**src/rtl/pe_pkg.sv**
```systemverilog
// Shared types and helpers for the convolution engine: FSM state encoding,
// output-dimension calculation and a wide saturating adder.
package pe_pkg;

    typedef enum logic [2:0] {
        ST_IDLE  = 3'd0,
        ST_ISSUE = 3'd1,
        ST_DRAIN = 3'd2,
        ST_WRITE = 3'd3,
        ST_FIN   = 3'd4
    } state_t;

    // Internal width used for accumulation before clamping to ACC_W.
    localparam int SAT_W = 64;

    typedef struct packed {
        logic                    ovf;
        logic signed [SAT_W-1:0] val;
    } sat_res_t;

    function automatic int out_dim(input int img, input int filt, input int stride);
        return (img - filt) / stride + 1;
    endfunction

    // Address width for n locations, never narrower than one bit.
    function automatic int addr_w(input int n);
        return (n <= 2) ? 1 : $clog2(n);
    endfunction

    // a + b clamped to the signed range of a w-bit word (w <= 62 keeps the
    // 64-bit sum itself free of overflow).
    function automatic sat_res_t sat_add(input logic signed [SAT_W-1:0] a,
                                         input logic signed [SAT_W-1:0] b,
                                         input int w);
        logic signed [SAT_W-1:0] lim_hi;
        logic signed [SAT_W-1:0] lim_lo;
        logic signed [SAT_W-1:0] sum;
        sat_res_t                res;
        lim_hi  = (64'sd1 <<< (w - 1)) - 64'sd1;
        lim_lo  = -lim_hi - 64'sd1;
        sum     = a + b;
        res.ovf = 1'b0;
        res.val = sum;
        if (sum > lim_hi) begin
            res.ovf = 1'b1;
            res.val = lim_hi;
        end else if (sum < lim_lo) begin
            res.ovf = 1'b1;
            res.val = lim_lo;
        end
        return res;
    endfunction

endpackage

```
**src/rtl/pe_mac_lane.sv**
```systemverilog
// One channel multiplier: unsigned pixel times signed weight.
module pe_mac_lane
    import pe_pkg::*;
#(
    parameter int DATA_W = 8
) (
    input  logic [DATA_W-1:0]        pix,
    input  logic [DATA_W-1:0]        wgt,
    output logic signed [2*DATA_W:0] prod
);

    logic signed [2*DATA_W:0] pix_ext;
    logic signed [2*DATA_W:0] wgt_ext;

    // Extend both operands to the full product width so the multiply is
    // a plain signed multiply with no mixed-signedness surprises.
    assign pix_ext = {{DATA_W{1'b0}}, pix};
    assign wgt_ext = {{(DATA_W + 1){wgt[DATA_W-1]}}, wgt};
    assign prod    = pix_ext * wgt_ext;

endmodule

```
**src/rtl/pe_conv_engine.sv**
```systemverilog
// Single-PE 2-D convolution engine. Walks every output pixel, issuing one
// filter tap per cycle to external image/filter memories (1-cycle latency),
// accumulates with saturation and writes one result per window.
//
//   state    | meaning
//   ---------+-----------------------------------------------------------
//   IDLE     | waiting for start, all outputs quiet
//   ISSUE    | presenting tap addresses, one tap per cycle
//   DRAIN    | absorbing the final tap's read data
//   WRITE    | out_wr_en high for one cycle with the window result
//   FIN      | done pulse, return to IDLE
module pe_conv_engine
    import pe_pkg::*;
#(
    parameter int NUM_CH    = 1,
    parameter int IMG_SIZE  = 16,
    parameter int FILT_SIZE = 4,
    parameter int STRIDE    = 1,
    parameter int DATA_W    = 8,
    parameter int ACC_W     = 32
) (
    input  logic                                    clk,
    input  logic                                    rst,
    input  logic                                    start,
    input  logic                                    relu_en,
    output logic                                    busy,
    output logic                                    done,
    output logic [addr_w(IMG_SIZE*IMG_SIZE)-1:0]    img_rd_addr,
    input  logic [NUM_CH*DATA_W-1:0]                img_rd_data,
    output logic [addr_w(FILT_SIZE*FILT_SIZE)-1:0]  flt_rd_addr,
    input  logic [NUM_CH*DATA_W-1:0]                flt_rd_data,
    output logic                                    out_wr_en,
    output logic [addr_w(out_dim(IMG_SIZE, FILT_SIZE, STRIDE) *
                         out_dim(IMG_SIZE, FILT_SIZE, STRIDE))-1:0] out_wr_addr,
    output logic [ACC_W-1:0]                        out_wr_data
);

    localparam int OUT_DIM = out_dim(IMG_SIZE, FILT_SIZE, STRIDE);
    localparam int IMG_AW  = addr_w(IMG_SIZE * IMG_SIZE);
    localparam int FLT_AW  = addr_w(FILT_SIZE * FILT_SIZE);
    localparam int OUT_AW  = addr_w(OUT_DIM * OUT_DIM);
    localparam int FC_W    = addr_w(FILT_SIZE);
    localparam int OD_W    = addr_w(OUT_DIM);
    localparam int PROD_W  = 2 * DATA_W + 1;

    // Windows must tile the image exactly; anything else is a bad build.
    if (FILT_SIZE > IMG_SIZE || ((IMG_SIZE - FILT_SIZE) % STRIDE) != 0) begin : g_bad_geometry
        $error("pe_conv_engine: (IMG_SIZE-FILT_SIZE)/STRIDE is not an integer");
    end
    if (ACC_W > 62) begin : g_bad_acc_w
        $error("pe_conv_engine: ACC_W must not exceed 62");
    end

    state_t                   state;
    logic                     relu_q;
    logic [OD_W-1:0]          ox;
    logic [OD_W-1:0]          oy;
    logic [FC_W-1:0]          tr;
    logic [FC_W-1:0]          tc;
    logic                     tap_vld;
    logic                     tap_first;
    logic signed [ACC_W-1:0]  acc;
    logic                     sat_hold;
    logic signed [ACC_W-1:0]  acc_next;
    logic                     hold_next;
    logic signed [SAT_W-1:0]  tap_sum;
    sat_res_t                 sat_r;
    logic signed [PROD_W-1:0] prod [NUM_CH];
    logic [ACC_W-1:0]         relu_val;
    logic                     unused_sat_hi;

    function automatic logic [IMG_AW-1:0] pix_addr(input logic [OD_W-1:0] y,
                                                   input logic [OD_W-1:0] x,
                                                   input logic [FC_W-1:0] r,
                                                   input logic [FC_W-1:0] c);
        int a;
        a = (int'(y) * STRIDE + int'(r)) * IMG_SIZE + int'(x) * STRIDE + int'(c);
        return IMG_AW'(a);
    endfunction

    function automatic logic [FLT_AW-1:0] tap_addr(input logic [FC_W-1:0] r,
                                                   input logic [FC_W-1:0] c);
        return FLT_AW'(int'(r) * FILT_SIZE + int'(c));
    endfunction

    function automatic logic [OUT_AW-1:0] opix_addr(input logic [OD_W-1:0] y,
                                                    input logic [OD_W-1:0] x);
        return OUT_AW'(int'(y) * OUT_DIM + int'(x));
    endfunction

    for (genvar ch = 0; ch < NUM_CH; ch++) begin : g_lane
        pe_mac_lane #(.DATA_W(DATA_W)) u_lane (
            .pix  (img_rd_data[ch*DATA_W +: DATA_W]),
            .wgt  (flt_rd_data[ch*DATA_W +: DATA_W]),
            .prod (prod[ch])
        );
    end

    // Adder tree across channels, kept at full width so no channel sum wraps.
    always_comb begin
        tap_sum = '0;
        for (int i = 0; i < NUM_CH; i++) begin
            tap_sum = tap_sum + SAT_W'(prod[i]);
        end
    end

    // Next accumulator value: restart on the first tap of a window, freeze
    // once the window has saturated.
    always_comb begin
        sat_r     = sat_add(tap_first ? 64'sd0 : SAT_W'(acc), tap_sum, ACC_W);
        acc_next  = acc;
        hold_next = sat_hold;
        if (tap_vld) begin
            if (tap_first || !sat_hold) begin
                acc_next  = sat_r.val[ACC_W-1:0];
                hold_next = sat_r.ovf;
            end
        end
    end

    // Upper bits of the clamped sum are only sign extension.
    assign unused_sat_hi = ^sat_r.val[SAT_W-1:ACC_W];
    assign relu_val      = (relu_q && acc_next[ACC_W-1]) ? '0 : acc_next;

    // Accumulator and saturation flag update on each sampled tap.
    always_ff @(posedge clk or negedge rst) begin
        if (!rst) begin
            acc      <= '0;
            sat_hold <= 1'b0;
        end else if (tap_vld) begin
            acc      <= acc_next;
            sat_hold <= hold_next;
        end
    end

    // Sequencer: window/tap counters, memory addresses and write strobe.
    always_ff @(posedge clk or negedge rst) begin
        if (!rst) begin
            state       <= ST_IDLE;
            busy        <= 1'b0;
            done        <= 1'b0;
            out_wr_en   <= 1'b0;
            img_rd_addr <= '0;
            flt_rd_addr <= '0;
            out_wr_addr <= '0;
            out_wr_data <= '0;
            relu_q      <= 1'b0;
            ox          <= '0;
            oy          <= '0;
            tr          <= '0;
            tc          <= '0;
            tap_vld     <= 1'b0;
            tap_first   <= 1'b0;
        end else begin
            done      <= 1'b0;
            out_wr_en <= 1'b0;
            case (state)
                ST_IDLE: begin
                    if (start) begin
                        relu_q      <= relu_en;
                        ox          <= '0;
                        oy          <= '0;
                        tr          <= '0;
                        tc          <= '0;
                        img_rd_addr <= '0;
                        flt_rd_addr <= '0;
                        busy        <= 1'b1;
                        state       <= ST_ISSUE;
                    end
                end
                ST_ISSUE: begin
                    tap_vld   <= 1'b1;
                    tap_first <= (tr == '0) && (tc == '0);
                    if (tc == FC_W'(FILT_SIZE - 1)) begin
                        tc <= '0;
                        if (tr == FC_W'(FILT_SIZE - 1)) begin
                            tr          <= '0;
                            img_rd_addr <= '0;
                            flt_rd_addr <= '0;
                            state       <= ST_DRAIN;
                        end else begin
                            tr          <= tr + 1'b1;
                            img_rd_addr <= pix_addr(oy, ox, tr + 1'b1, '0);
                            flt_rd_addr <= tap_addr(tr + 1'b1, '0);
                        end
                    end else begin
                        tc          <= tc + 1'b1;
                        img_rd_addr <= pix_addr(oy, ox, tr, tc + 1'b1);
                        flt_rd_addr <= tap_addr(tr, tc + 1'b1);
                    end
                end
                ST_DRAIN: begin
                    tap_vld     <= 1'b0;
                    out_wr_en   <= 1'b1;
                    out_wr_addr <= opix_addr(oy, ox);
                    out_wr_data <= relu_val;
                    state       <= ST_WRITE;
                end
                ST_WRITE: begin
                    out_wr_addr <= '0;
                    if (ox == OD_W'(OUT_DIM - 1)) begin
                        ox <= '0;
                        if (oy == OD_W'(OUT_DIM - 1)) begin
                            done  <= 1'b1;
                            state <= ST_FIN;
                        end else begin
                            oy          <= oy + 1'b1;
                            img_rd_addr <= pix_addr(oy + 1'b1, '0, '0, '0);
                            state       <= ST_ISSUE;
                        end
                    end else begin
                        ox          <= ox + 1'b1;
                        img_rd_addr <= pix_addr(oy, ox + 1'b1, '0, '0);
                        state       <= ST_ISSUE;
                    end
                end
                ST_FIN: begin
                    busy  <= 1'b0;
                    oy    <= '0;
                    state <= ST_IDLE;
                end
                default: state <= ST_IDLE;
            endcase
        end
    end

endmodule

```
**config.mk**
```make
export PLATFORM = sky130hd
export DESIGN_NAME = pe_conv_engine
export DESIGN_NICKNAME = d
export VERILOG_FILES = /design/src/rtl/pe_pkg.sv /design/src/rtl/pe_mac_lane.sv /design/src/rtl/pe_conv_engine.sv
export SDC_FILE = /design/constraint.sdc
export NUM_CORES = 1
export LEC_CHECK = 0
export CORE_MARGIN = 2
export CORE_UTILIZATION = 47
export CTS_CLUSTER_DIAMETER = 30
export DETAILED_ROUTE_END_ITERATION = 6
export PLACE_DENSITY = 0.71
export SKIP_LAST_GASP = 1
export SYNTH_ARGS = -nofsm -noshare
export SYNTH_HDL_FRONTEND = slang
export SYNTH_HIERARCHICAL = 1
export SYNTH_SLANG_ARGS = --single-unit
```
**constraint.sdc**
```tcl
create_clock -name clk -period 8.9 [get_ports clk]
set_input_delay 1.335 -clock clk [delete_from_list [all_inputs] [get_ports clk]]
set_output_delay 1.335 -clock clk [all_outputs]
set_load 0.005 [all_outputs]
```
# After elaboration in Yosys (flattened, before gate mapping)

Index checks and enable logic that the tools add are counted.

Output and inout port bits: 55
Logic and storage cells: 112
Input port bits: 20
Flip-flop bits (word level): 106

Equal/unequal tests: 14
Multiplexer cells: 41
Multiply operators: 2
Order comparisons: 2
Reduce and logical (&&, ||, !) cells: 23
Add/subtract/negate cells: 13

Operator list:

| kind                 | number |
|---|---|
| $mux 65              | 2 |
| $mux 32              | 3 |
| $add 64x17->64       | 1 |
| $gt 64x32->1 const B | 1 |
| $lt 64x32->1 const B | 1 |
| $mux 64              | 1 |
| $mux 8               | 5 |
| $add 8x4->8          | 4 |
| $mux 4               | 6 |
| $pmux 8 s3           | 1 |
| $mul 9x8->17         | 1 |
| $pmux 4 s2           | 2 |
| $pmux 8 s2           | 1 |
| $mux 3               | 5 |
| $add 4x2->4          | 3 |
| $pmux 3 s4           | 1 |
| $pmux 4 s3           | 1 |
| $ne 2x2->1 const B   | 5 |
| $reduce_and 2->1     | 5 |
| $reduce_bool 2->1    | 5 |
| $reduce_and 3->1     | 3 |
| $add 4x1->4 const B  | 2 |
| $add 8x2->8          | 1 |
| $eq 4x4->1 const B   | 2 |
| 18 further kinds     | 33 |

# Depth between registers and ports, before layout

Gate-level depths: netlist of run 1.

Word-level depth: 9
Gate-level depth with buffers: 36
Mapped depth without buffers: 33

# Cells and area by module

The synthesis of run 1 kept the hierarchy.

Modules (own cells, without submodules):

| module         | times used | area an instance (µm²) | cells each | sequential area each (µm²) |
|---|---|---|---|---|
| pe_conv_engine | 1          | 7592.3                 | 884        | 2602.5 |
| pe_mac_lane    | 1          | 2326.0                 | 271        | 0.0 |

# Worst setup path before layout of run 1

Ideal clock, no wire load.

Path type: input -> register
From: in img_rd_data[0]
To: reg out_wr_data[30]
Data required time: 8774 ps
Buffers on the path: 2
Cell stages on the path: 31
Arrival time: 9344 ps
Library setup time: 126 ps
Path slack: -570 ps
Cells stage by stage: nand2b_1 > fa_1 > fa_1 > inv_1 > fa_1 > inv_1 > fa_1 > inv_1 > ha_1 > o21a_1 > o31a_4 > o311ai_1 > mux2i_1 > nor3_1 > ha_1 > clkbuf_1 > and4_1 > and2_1 > a22oi_1 > a31o_1 > and2_1 > o21ai_0 > a21o_1 > a21o_1 > fa_1 > a31oi_1 > o31ai_4 > and2_1 > buf_6 > nor3b_2 > a221o_1

RTL lines:

| item                 | RTL line              | source |
|---|---|---|
| start, declared      | pe_conv_engine.sv:29  | `input logic [NUM_CH*DATA_W-1:0] img_rd_data,` |
| end signal, assigned | pe_conv_engine.sv:196 | `out_wr_data <= relu_val;` |
| end, declared        | pe_conv_engine.sv:35  | `output logic [ACC_W-1:0] out_wr_data` |

==> run_results.csv, run 1 <==
group,metric,value,unit
synth,synth_cells,1155,
power,leakage,5.91,nW
synth,synthMuxAreaShare,0.820,%
sta,worstMarginPinSlew,914,ps
synth,syn_nets,1327,
power,p_per_area,440,nW/µm²
clocking,numCtsBuffers,9,
flow_run,maxCapViolations,0,
grt,grt_remaining_overflow,0,
synth,synthFlopType,"dfrtp_1",
floorplan,die_area,22300,µm²
critical_path,regToRegSetupSlack,4220,ps
power,ir_drop,0.270,mV
finish,diodes,0,
sta,tns,0,ps
sta,min_period,8580,ps
floorplan,fp-row-count,53,
detailed_routing,antenna_left,0,
synth,yosys-top-cells-count,"nand2_1 (139), ha_1 (108), dfrtp_1 (104), a21oi_1 (100), inv_1 (98)",
clocking,clk_path_buf_depth,2,
finish,nNetsFinal,1506,
detailed_routing,vias_per_cell,5.40,
critical_path,start_kind,"input port",
floorplan,io_pins,75,
sta,timing.fmax,117,MHz
synth,synth-xor-area-share,4.50,%
grt,grt_pass1_wl,41000,µm
critical_path,crit_buf_inv,6,
sta,slew_headroom,39.1,%
grt,grt_start_max_net_pins,54,
synth,synth-seq-cells,104,
clocking,htreeDepth,3,
synth,synth_cell_types,78,
critical_path,r2r_cells,18,
critical_path,slowest_delay,550,ps
grt,grt_pass1_vias,8588,
synth,ys_warn_count,6,
floorplan,die_w,149,µm
sta,worst_hold_slack,478,ps
place,hpwlAfterDp,18600,µm
critical_path,r2r_start,"tap_first",
synth,synth-compound-area-share,21.6,%
detailed_routing,post_drt_wl_per_cell,15.0,µm
critical_path,crit_family,"adder cells",
clocking,hold_buffers,0,
synth,synth_edf_count,0,
grt,antenna_found_initial,0,
critical_path,crit_cells,32,
synth,synthTopCellsByArea,"dfrtp_1 (26%), ha_1 (14%), fa_1 (8.9%), nand2_1 (5.3%), a21oi_1 (5.0%)",
synth,async_flop_share,100,%
place,portBuffers,74,
floorplan,core,20900,µm²
sta,setup_viol,0,
critical_path,cp-end-kind,"flop",
critical_path,regToRegEndpoint,"out_wr_data[26]",
grt,grt_use_total,22.4,%
detailed_routing,vias,8718,
sta,slew_viol_final,0,
critical_path,required,9150,ps
hold_path,hp-class,"flop to flop",
synth,ys_seq_area_share,26.2,%
sta,final_hold_viol_count,0,
synth,synth.most_common_cell,"nand2_1",
clocking,clk_latency,350,ps
synth,netlist.area_leader.share,26.2,%
floorplan,start_util,47.5,%
critical_path,worstPathMaxFanout,6,
place,globalplace.congestion,0.910,
detailed_routing,drtPass1Iterations,5,
critical_path,critPathKind,"input port to flop",
detailed_routing,drt_iter0_drc,429,
sta,finalClockSkew,4.18,ps
synth,synth_top_family_by_area,"adder cells",
clocking,cts_sinks,104,
synth,synth_area_per_cell,8.59,µm²
critical_path,cp_slowest_cell,"fa_2",
critical_path,crit_arrival,8830,ps
power,total_power,0.00539,W
finish,syn_to_final_growth,23.3,%
synth,yosys.area.top_type,"dfrtp_1",
critical_path,crit_end,"out_wr_data[26]",
outcome,status,"complete, no violations",
detailed_routing,wl,24200,µm
sta,fin_crit_sh,96.4,%
clocking,clk_pin_slew_worst_paths,70,ps
clocking,cts_root_buf,"clkbuf_16",
synth,syn_area,9920,µm²
synth,synth_simple_gate_area_share,18.5,%
synth,yosys.area_share.adder,22.5,%
clocking,cts_tree,"yes",
floorplan,fp.dieH,149,µm
detailed_routing,drc,0,
sta,rsz0062_at_grt,"no",
critical_path,crit_start,"img_rd_data[2]",
finish,drive_gt1_share,17.7,%
worst reg2reg max path: stages (launching register included):
cell and delay (ps):
dfrtp_1 820, nor2b_1 180, ha_1 340, a211oi_1 230, o21ai_1 180, o2111ai_1 290
a31o_1 230, and2_4 160, o21ai_1 90, a21o_1 190, a21o_1 190, fa_2 550
o2111a_1 180, inv_1 70, o31ai_4 270, buf_6 150, o31ai_1 80, and2_1 170
o31ai_1 240
worst min-delay path by stage:
stage / from / to / slack [ps] / depth (start not counted)
after detailed placement: out_wr_data[27] / out_wr_data[27] / 470 / 2
after floorplan: tap_vld / tap_vld / 460 / 2
after global placement: out_wr_data[27] / out_wr_data[27] / 460 / 2
final: out_wr_data[16] / out_wr_data[16] / 480 / 2
after global routing: out_wr_data[15] / out_wr_data[15] / 500 / 2
after CTS: out_wr_data[27] / out_wr_data[27] / 480 / 2
stage by stage:
step | std cells | cell area [µm²] | setup slack (ps) | utilization, %
after floorplan | 1155 | 9930 | 103 | -
after global placement | 1590 | 11800 | -367 | 56.5
after detailed placement | 1590 | 11800 | -522 | 56.5
after CTS | 1609 | 12200 | 18.7 | 58.2
after global routing | 1614 | 12200 | 10.1 | 58.5
final | 1614 | 12200 | 324 | 58.5
per-layer routing:
metal | vias up | GRT usage [%] | wire, µm
met3 | 23 | 3.82 | 1080
met1 | 4199 | 30.2 | 11300
met2 | 176 | 37.9 | 11500
li1 | 4320 | - | -
met5 | - | 0 | 0
met4 | 0 | 4.48 | 264
kinds of logic (layout without fill, tap and decap cells):
kind of cell,Yosys count,in the layout
buffers and inverters,139,323
xor gates and xnor gates,51,51
DFF,104,104
AOI/OAI and AO/OA,318,318
muxes,8,8
adders and majority gates,152,152
and+or+nand+nor,383,383
layout by cell type, fill, tap and decap left out, types with 4 or more instances in the layout:
cell type / instances
nand4_1: 8
ha_1: 107
nand2b_1: 10
xor2_1: 19
a21oi_2: 21
dlymetal6s2s_1: 8
a31oi_1: 4
o21a_1: 8
o21bai_1: 6
o21ai_0: 58
buf_6: 5
buf_4: 127
mux2i_1: 6
a21o_1: 23
a211oi_1: 5
a221oi_1: 5
clkbuf_2: 7
o22ai_1: 4
or2_2: 4
nor2_1: 91
nand3_1: 8
clkdlybuf4s50_1: 57
inv_1: 97
nor3_1: 9
nor2b_1: 40
nand2_1: 138
xnor2_1: 32
o31ai_1: 12
and2_1: 48
dfrtp_1: 104
clkbuf_16: 9
fa_1: 42
o21ai_2: 20
a21oi_1: 100
or3_1: 5
repair_timing:
item	4_1_cts	5_1_grt
resized for setup	18	39
buffers inserted	3	5
cloned	0	0
pin swaps	3	16
endpoints found under the setup margin	59	63
power breakdown:
group / total [W] / switching [W] / leakage [nW] / internal, W
logic: 0.00414 / 0.00222 / 4.52 / 0.00192
registers: 0.000832 / 0.000151 / 1.24 / 0.000681
clock network: 0.000410 / 0.000191 / 0.146 / 0.000219
total: 0.00539 / 0.00256 / 5.91 / 0.00282
area by class of cell:
class | instances | area, µm²
Tap cell | 275 | 344
Inverter | 98 | 368
Clock inverter | 7 | 70.1
Multi-Input combinational cell | 912 | 6820
Clock buffer | 9 | 225
Sequential cell | 104 | 2600
Fill cell | 1886 | 8660
Timing Repair Buffer | 209 | 1800
sequential cells by signal (all words and copies together) (netlist names):
| signal | flops |
|---|---|
| out_wr_addr | 8 |
| flt_rd_addr | 4 |
| out_wr_data | 32 |
| ox | 4 |
| acc | 32 |
| relu_q | 1 |
| img_rd_addr | 8 |
| sat_hold | 1 |
| out_wr_en | 1 |
| state | 3 |
| tap_first | 1 |
| tap_vld | 1 |
| tr | 2 |
| done | 1 |
| oy | 4 |
| busy | 1 |
Note: power is estimated with default switching activity, not from simulation.
==> run 2, diff against run 1 <==
--- a/config.mk
+++ b/config.mk
@@ -6,10 +6,10 @@
 export NUM_CORES = 1
 export LEC_CHECK = 0
 export CORE_MARGIN = 2
-export CORE_UTILIZATION = 47
+export CORE_UTILIZATION = 40
 export CTS_CLUSTER_DIAMETER = 30
 export DETAILED_ROUTE_END_ITERATION = 6
-export PLACE_DENSITY = 0.71
+export PLACE_DENSITY = 0.63
 export SKIP_LAST_GASP = 1
 export SYNTH_ARGS = -nofsm -noshare
 export SYNTH_HDL_FRONTEND = slang
==> run 2 against run 1 <==
Die area grew 17%. Sequential cell count is the same. Clock skew is 8.9 ps higher. Critical endpoint unchanged. Power grew 0.67%. Cell area rose by 1.5%. Register-to-register slack hardly changed. Largest power group unchanged. Hold slack better by 1.4 ps. Routed wire length grew 2.2%. Non-clock buffer count grew 9. Sequential power is essentially flat. Global-route usage decreased by 2.5 points.
==> run_results.csv, run 2 (same netlist as run 1, synthesis figures left out) <==
group,metric,value,unit
clocking,clk_latency,360,ps
power,p_sw,0.00258,W
critical_path,required,9170,ps
grt,antenna_found_initial,0,
detailed_routing,wl_met3,1050,µm
clocking,cts_sinks,104,
grt,grt_use_total,19.9,%
finish,fin_util,51.0,%
clocking,htreeDepth,3,
floorplan,fp.dieH,161,µm
place,post_dp_cell_area,11900,µm²
finish,drive_gt1_share,18.2,%
critical_path,worstPathMaxFanout,5,
detailed_routing,vias_per_cell,5.23,
critical_path,crit_arrival,8850,ps
detailed_routing,antenna_left,0,
sta,worst_slack,323,ps
critical_path,slowest_delay,560,ps
detailed_routing,vias,8739,
sta,worstMarginPinSlew,1030,ps
power,ir_drop,0.299,mV
sta,timing.fmax,117,MHz
power,clkPwrFrac,7.7,%
critical_path,cp-end-kind,"flop",
detailed_routing,drtPass1Iterations,5,
detailed_routing,highest_layer,"met4",
detailed_routing,dr_wl_met2,11500,µm
floorplan,start_util,40.8,%
grt,grt_remaining_overflow,0,
sta,finalClockSkew,13.0,ps
grt,grt_start_max_net_pins,79,
sta,min_period,8580,ps
sta,worst_hold_slack,480,ps
clocking,clk_path_buf_depth,2,
finish,nNetsFinal,1515,
hold_path,hp-class,"flop to flop",
flow_run,maxCapViolations,0,
floorplan,die_area,26100,µm²
clocking,cts_tree,"yes",
critical_path,cp_slowest_cell,"fa_1",
finish,largest_registers,"acc: 32 flops, out_wr_data: 32 flops",
floorplan,core,24300,µm²
power,p_per_area,437,nW/µm²
place,place_ws,-545,ps
sta,setup_viol,0,
critical_path,crit_buf_inv,6,
critical_path,crit_family,"adder cells",
detailed_routing,drt_iter0_drc,388,
sta,fin_crit_sh,96.4,%
critical_path,regToRegSetupSlack,4210,ps
critical_path,critPathKind,"input port to flop",
detailed_routing,post_drt_wl_per_cell,14.8,µm
floorplan,fp-row-count,57,
place,portBuffers,74,
finish,syn_to_final_growth,25.1,%
finish,final_common_cell,"nand2_1",
finish,final_cell_mix,"nand2_1 (139), buf_4 (136), ha_1 (107), dfrtp_1 (104), a21oi_1 (99)",
finish,final_area,12400,µm²
clocking,clk_pin_slew_worst_paths,80,ps
floorplan,io_pins,75,
clocking,hold_buffers,0,
clocking,numCtsBuffers,9,
power,pwr-share-seq,15.4,%
power,swShare,47.6,%
power,p_int,0.00284,W
detailed_routing,drc,0,
place,globalplace.congestion,0.885,
outcome,status,"complete, no violations",
detailed_routing,wl_met1,11500,µm
power,pwr-share-comb,77.0,%
finish,diodes,0,
sta,final_hold_viol_count,0,
critical_path,start_kind,"input port",
detailed_routing,wl,24700,µm
critical_path,cpMostUsedCell,"fa_1",
floorplan,die_w,161,µm
place,hpwlAfterDp,19100,µm
sta,slew_viol_final,0,
grt,grt_pass1_wl,43000,µm
power,total_power,0.00542,W
clocking,cts_root_buf,"clkbuf_16",
grt,grt_pass1_vias,9050,
sta,slew_headroom,31.2,%
power,leakage,5.98,nW
==> run 2: repair_timing <==
item,4_1_cts,5_1_grt
pin swaps,4,12
setup endpoints to repair,50,63
gates cloned,0,0
gates resized for setup,15,41
buffers inserted,2,8
hold endpoints to repair,0,0
==> run 2: worst min-delay path, cell delays in order, from the launching register on <==
cell     delay [ps]
dfrtp_1         340
nand2_1          60
o21ai_2          50
==> run 2: area by class of cell <==
class / count / area, µm²
Clock buffer: 10 / 229
Timing Repair Buffer: 218 / 1900
Clock inverter: 6 / 67.6
Fill cell: 2289 / 11900
Inverter: 98 / 368
Sequential cell: 104 / 2600
Tap cell: 324 / 405
Multi-Input combinational cell: 912 / 6840
==> run 2: path summary, 6_finish.rpt <==
path | to | cells after the start | from
setup / recovery | out_wr_data[26] | 32 | img_rd_data[0]
hold / removal | out_wr_data[11] | 2 | out_wr_data[11]
setup reg to reg | out_wr_data[26] | 18 | tap_first
hold reg to reg | out_wr_data[11] | 2 | out_wr_data[11]
max in group asynchronous | out_wr_data[4] | 2 | rst
min in group asynchronous | out_wr_data[18] | 1 | rst
==> run 2: layer usage <==
metal  vias up  track usage, %
li1       4340               -
met4         0            6.17
met1      4183            26.4
met3        45            2.95
met2       171            33.4
met5         -               0
==> run 2: power groups by stage <==
stage	Sequential (W)	Clock (W)	Combinational [W]
6_report	0.000833	0.000417	0.00417
2_1_floorplan	0.000800	0	0.00266
5_1_grt	0.000860	0.000442	0.00469
4_1_cts	0.000835	0.000428	0.00410
3_5_place_dp	0.000841	0	0.00404
3_3_place_gp	0.000838	0	0.00401
==> run 2: stage by stage <==
stage,cells,TNS [ps]
final,1672,0
after global placement,1646,-19070
after detailed placement,1646,-27710
after CTS,1664,0
after floorplan,1155,0
after global routing,1672,-20.4
==> run 3, diff against run 2 <==
--- a/config.mk
+++ b/config.mk
@@ -10,6 +10,7 @@
 export CTS_CLUSTER_DIAMETER = 30
 export DETAILED_ROUTE_END_ITERATION = 6
 export PLACE_DENSITY = 0.63
+export SKIP_CTS_REPAIR_TIMING = 1
 export SKIP_LAST_GASP = 1
 export SYNTH_ARGS = -nofsm -noshare
 export SYNTH_HDL_FRONTEND = slang
==> run 3 against run 2 <==
Critical path depth stayed put. First-iteration DRC count up 1.0%. Hold slack better by 1.0 ps. Die area did not move. Largest power group unchanged. Non-clock buffer count decreased by 3. Clock skew about the same. Power is 0.16% lower. Register-to-register slack got worse by 50 ps. Count of clock-buffer cells in the layout is the same.
==> run_results.csv, run 3 (same netlist as run 1, synthesis figures left out) <==
group,metric,value,unit
outcome,status,"complete, no violations",
hold_path,hold_end,"out_wr_data[12]",
detailed_routing,post_drt_wl_per_cell,14.8,µm
finish,diodes,0,
finish,final_area,12400,µm²
floorplan,start_util,40.8,%
sta,worstMarginPinSlew,1040,ps
sta,min_period,8610,ps
sta,slew_headroom,30.7,%
detailed_routing,antenna_left,0,
finish,largest_registers,"acc: 32 flops, out_wr_data: 32 flops",
sta,slew_viol_final,0,
floorplan,die_area,26100,µm²
critical_path,crit_family,"adder cells",
clocking,clk_pin_slew_worst_paths,70,ps
detailed_routing,drt_iter0_drc,392,
critical_path,required,9170,ps
sta,fin_crit_sh,96.7,%
floorplan,fp.dieH,161,µm
sta,finalClockSkew,12.9,ps
hold_path,hp-class,"flop to flop",
critical_path,start_kind,"input port",
detailed_routing,wl,24700,µm
clocking,numCtsBuffers,9,
grt,antenna_found_initial,0,
clocking,cts_sinks,104,
hold_path,worstHoldPathCells,2,
critical_path,cp-end-kind,"flop",
sta,tns,0,ps
place,place_ws,-545,ps
place,post_dp_cell_area,11900,µm²
clocking,clk_latency,360,ps
critical_path,crit_arrival,8870,ps
detailed_routing,drc,0,
critical_path,slowest_delay,540,ps
sta,worst_slack,294,ps
clocking,htreeDepth,3,
critical_path,critPathKind,"input port to flop",
finish,final_common_cell,"nand2_1",
finish,final_cell_mix,"nand2_1 (139), buf_4 (133), ha_1 (107), dfrtp_1 (104), a21oi_1 (99)",
critical_path,regToRegSetupSlack,4160,ps
critical_path,r2r_start,"tap_first",
place,globalplace.congestion,0.885,
finish,drive_gt1_share,17.8,%
finish,syn_to_final_growth,24.8,%
place,hpwlAfterDp,19100,µm
critical_path,r2r_cells,18,
finish,nNetsFinal,1512,
floorplan,core,24300,µm²
critical_path,regToRegEndpoint,"out_wr_data[26]",
floorplan,io_pins,75,
grt,grt_pass1_vias,9049,
power,total_power,0.00541,W
place,portBuffers,74,
critical_path,worstPathMaxFanout,6,
critical_path,crit_buf_inv,6,
sta,setup_viol,0,
critical_path,cpMostUsedCell,"fa_1",
finish,fin_util,50.9,%
power,p_per_area,437,nW/µm²
floorplan,die_w,161,µm
grt,grt_start_max_net_pins,79,
clocking,cts_root_buf,"clkbuf_16",
finish,fillers,2296,
clocking,cts_tree,"yes",
detailed_routing,vias,8750,
clocking,clk_path_buf_depth,2,
hold_path,min_from,"out_wr_data[12]",
grt,grt_remaining_overflow,0,
flow_run,maxCapViolations,0,
sta,timing.fmax,116,MHz
grt,grt_pass1_wl,42900,µm
critical_path,cp_slowest_cell,"fa_1",
detailed_routing,vias_per_cell,5.24,
detailed_routing,drtPass1Iterations,5,
sta,final_hold_viol_count,0,
power,leakage,5.96,nW
power,ir_drop,0.297,mV
grt,grt_use_total,19.9,%
floorplan,fp-row-count,57,
[run 3: cell count changes in the layout (fill, tap and decap cells not counted), sizes merged]
cell  change
buf       -3
[run 3: power by group]
part	internal (W)	total, W	switching, W
Sequential	0.000681	0.000833	0.000152
Clock	0.000220	0.000416	0.000196
Combinational	0.00194	0.00416	0.00223
[run 3: final cells by class]
cell class	count	area [µm²]	area share (%)
clock buffer	10	229	1.85
clock inverter	6	67.6	0.546
inverter	98	368	2.97
multi-input combinational	912	6830	55.2
sequential	104	2600	21.0
tap	324	405	3.28
timing repair buffer	215	1870	15.1
[run 3: worst reg2reg max path: stages, from the launching register on]
cell,delay (ps)
dfrtp_1,830
nor2b_1,180
ha_1,340
a211oi_1,240
o21ai_1,180
o2111ai_1,290
a31o_1,240
and2_4,160
o21ai_1,80
a21o_1,190
a21o_1,190
fa_1,530
o2111a_1,180
inv_1,70
o31ai_4,300
buf_6,170
o31ai_1,70
and2_1,170
o31ai_1,240
[run 3: routing by layer]
metal  up-vias  track usage, %  routed length, µm
met1      4217            26.4              11600
met5         -               0                  0
met2       164            33.5              11600
li1       4326               -                  -
met4         0            6.01                551
met3        43            2.98                956
[run 3: worst max path at each step]
stage / startpoint / endpoint / slack [ps] / cells after the start
floorplan: img_rd_data[0] / out_wr_data[30] / 100 / 31
global placement: flt_rd_data[4] / out_wr_data[11] / -390 / 32
detailed placement: flt_rd_data[6] / out_wr_data[27] / -550 / 34
CTS: flt_rd_data[6] / out_wr_data[27] / -220 / 34
global route: img_rd_data[3] / out_wr_data[26] / -20 / 33
finish: flt_rd_data[3] / out_wr_data[26] / 290 / 32
[run 3: through the flow]
stage               hold WS (ps)  std cells
floorplan                    464       1155
global placement             463       1646
detailed placement           467       1646
CTS                          485       1662
global route                 503       1669
finish                       481       1669
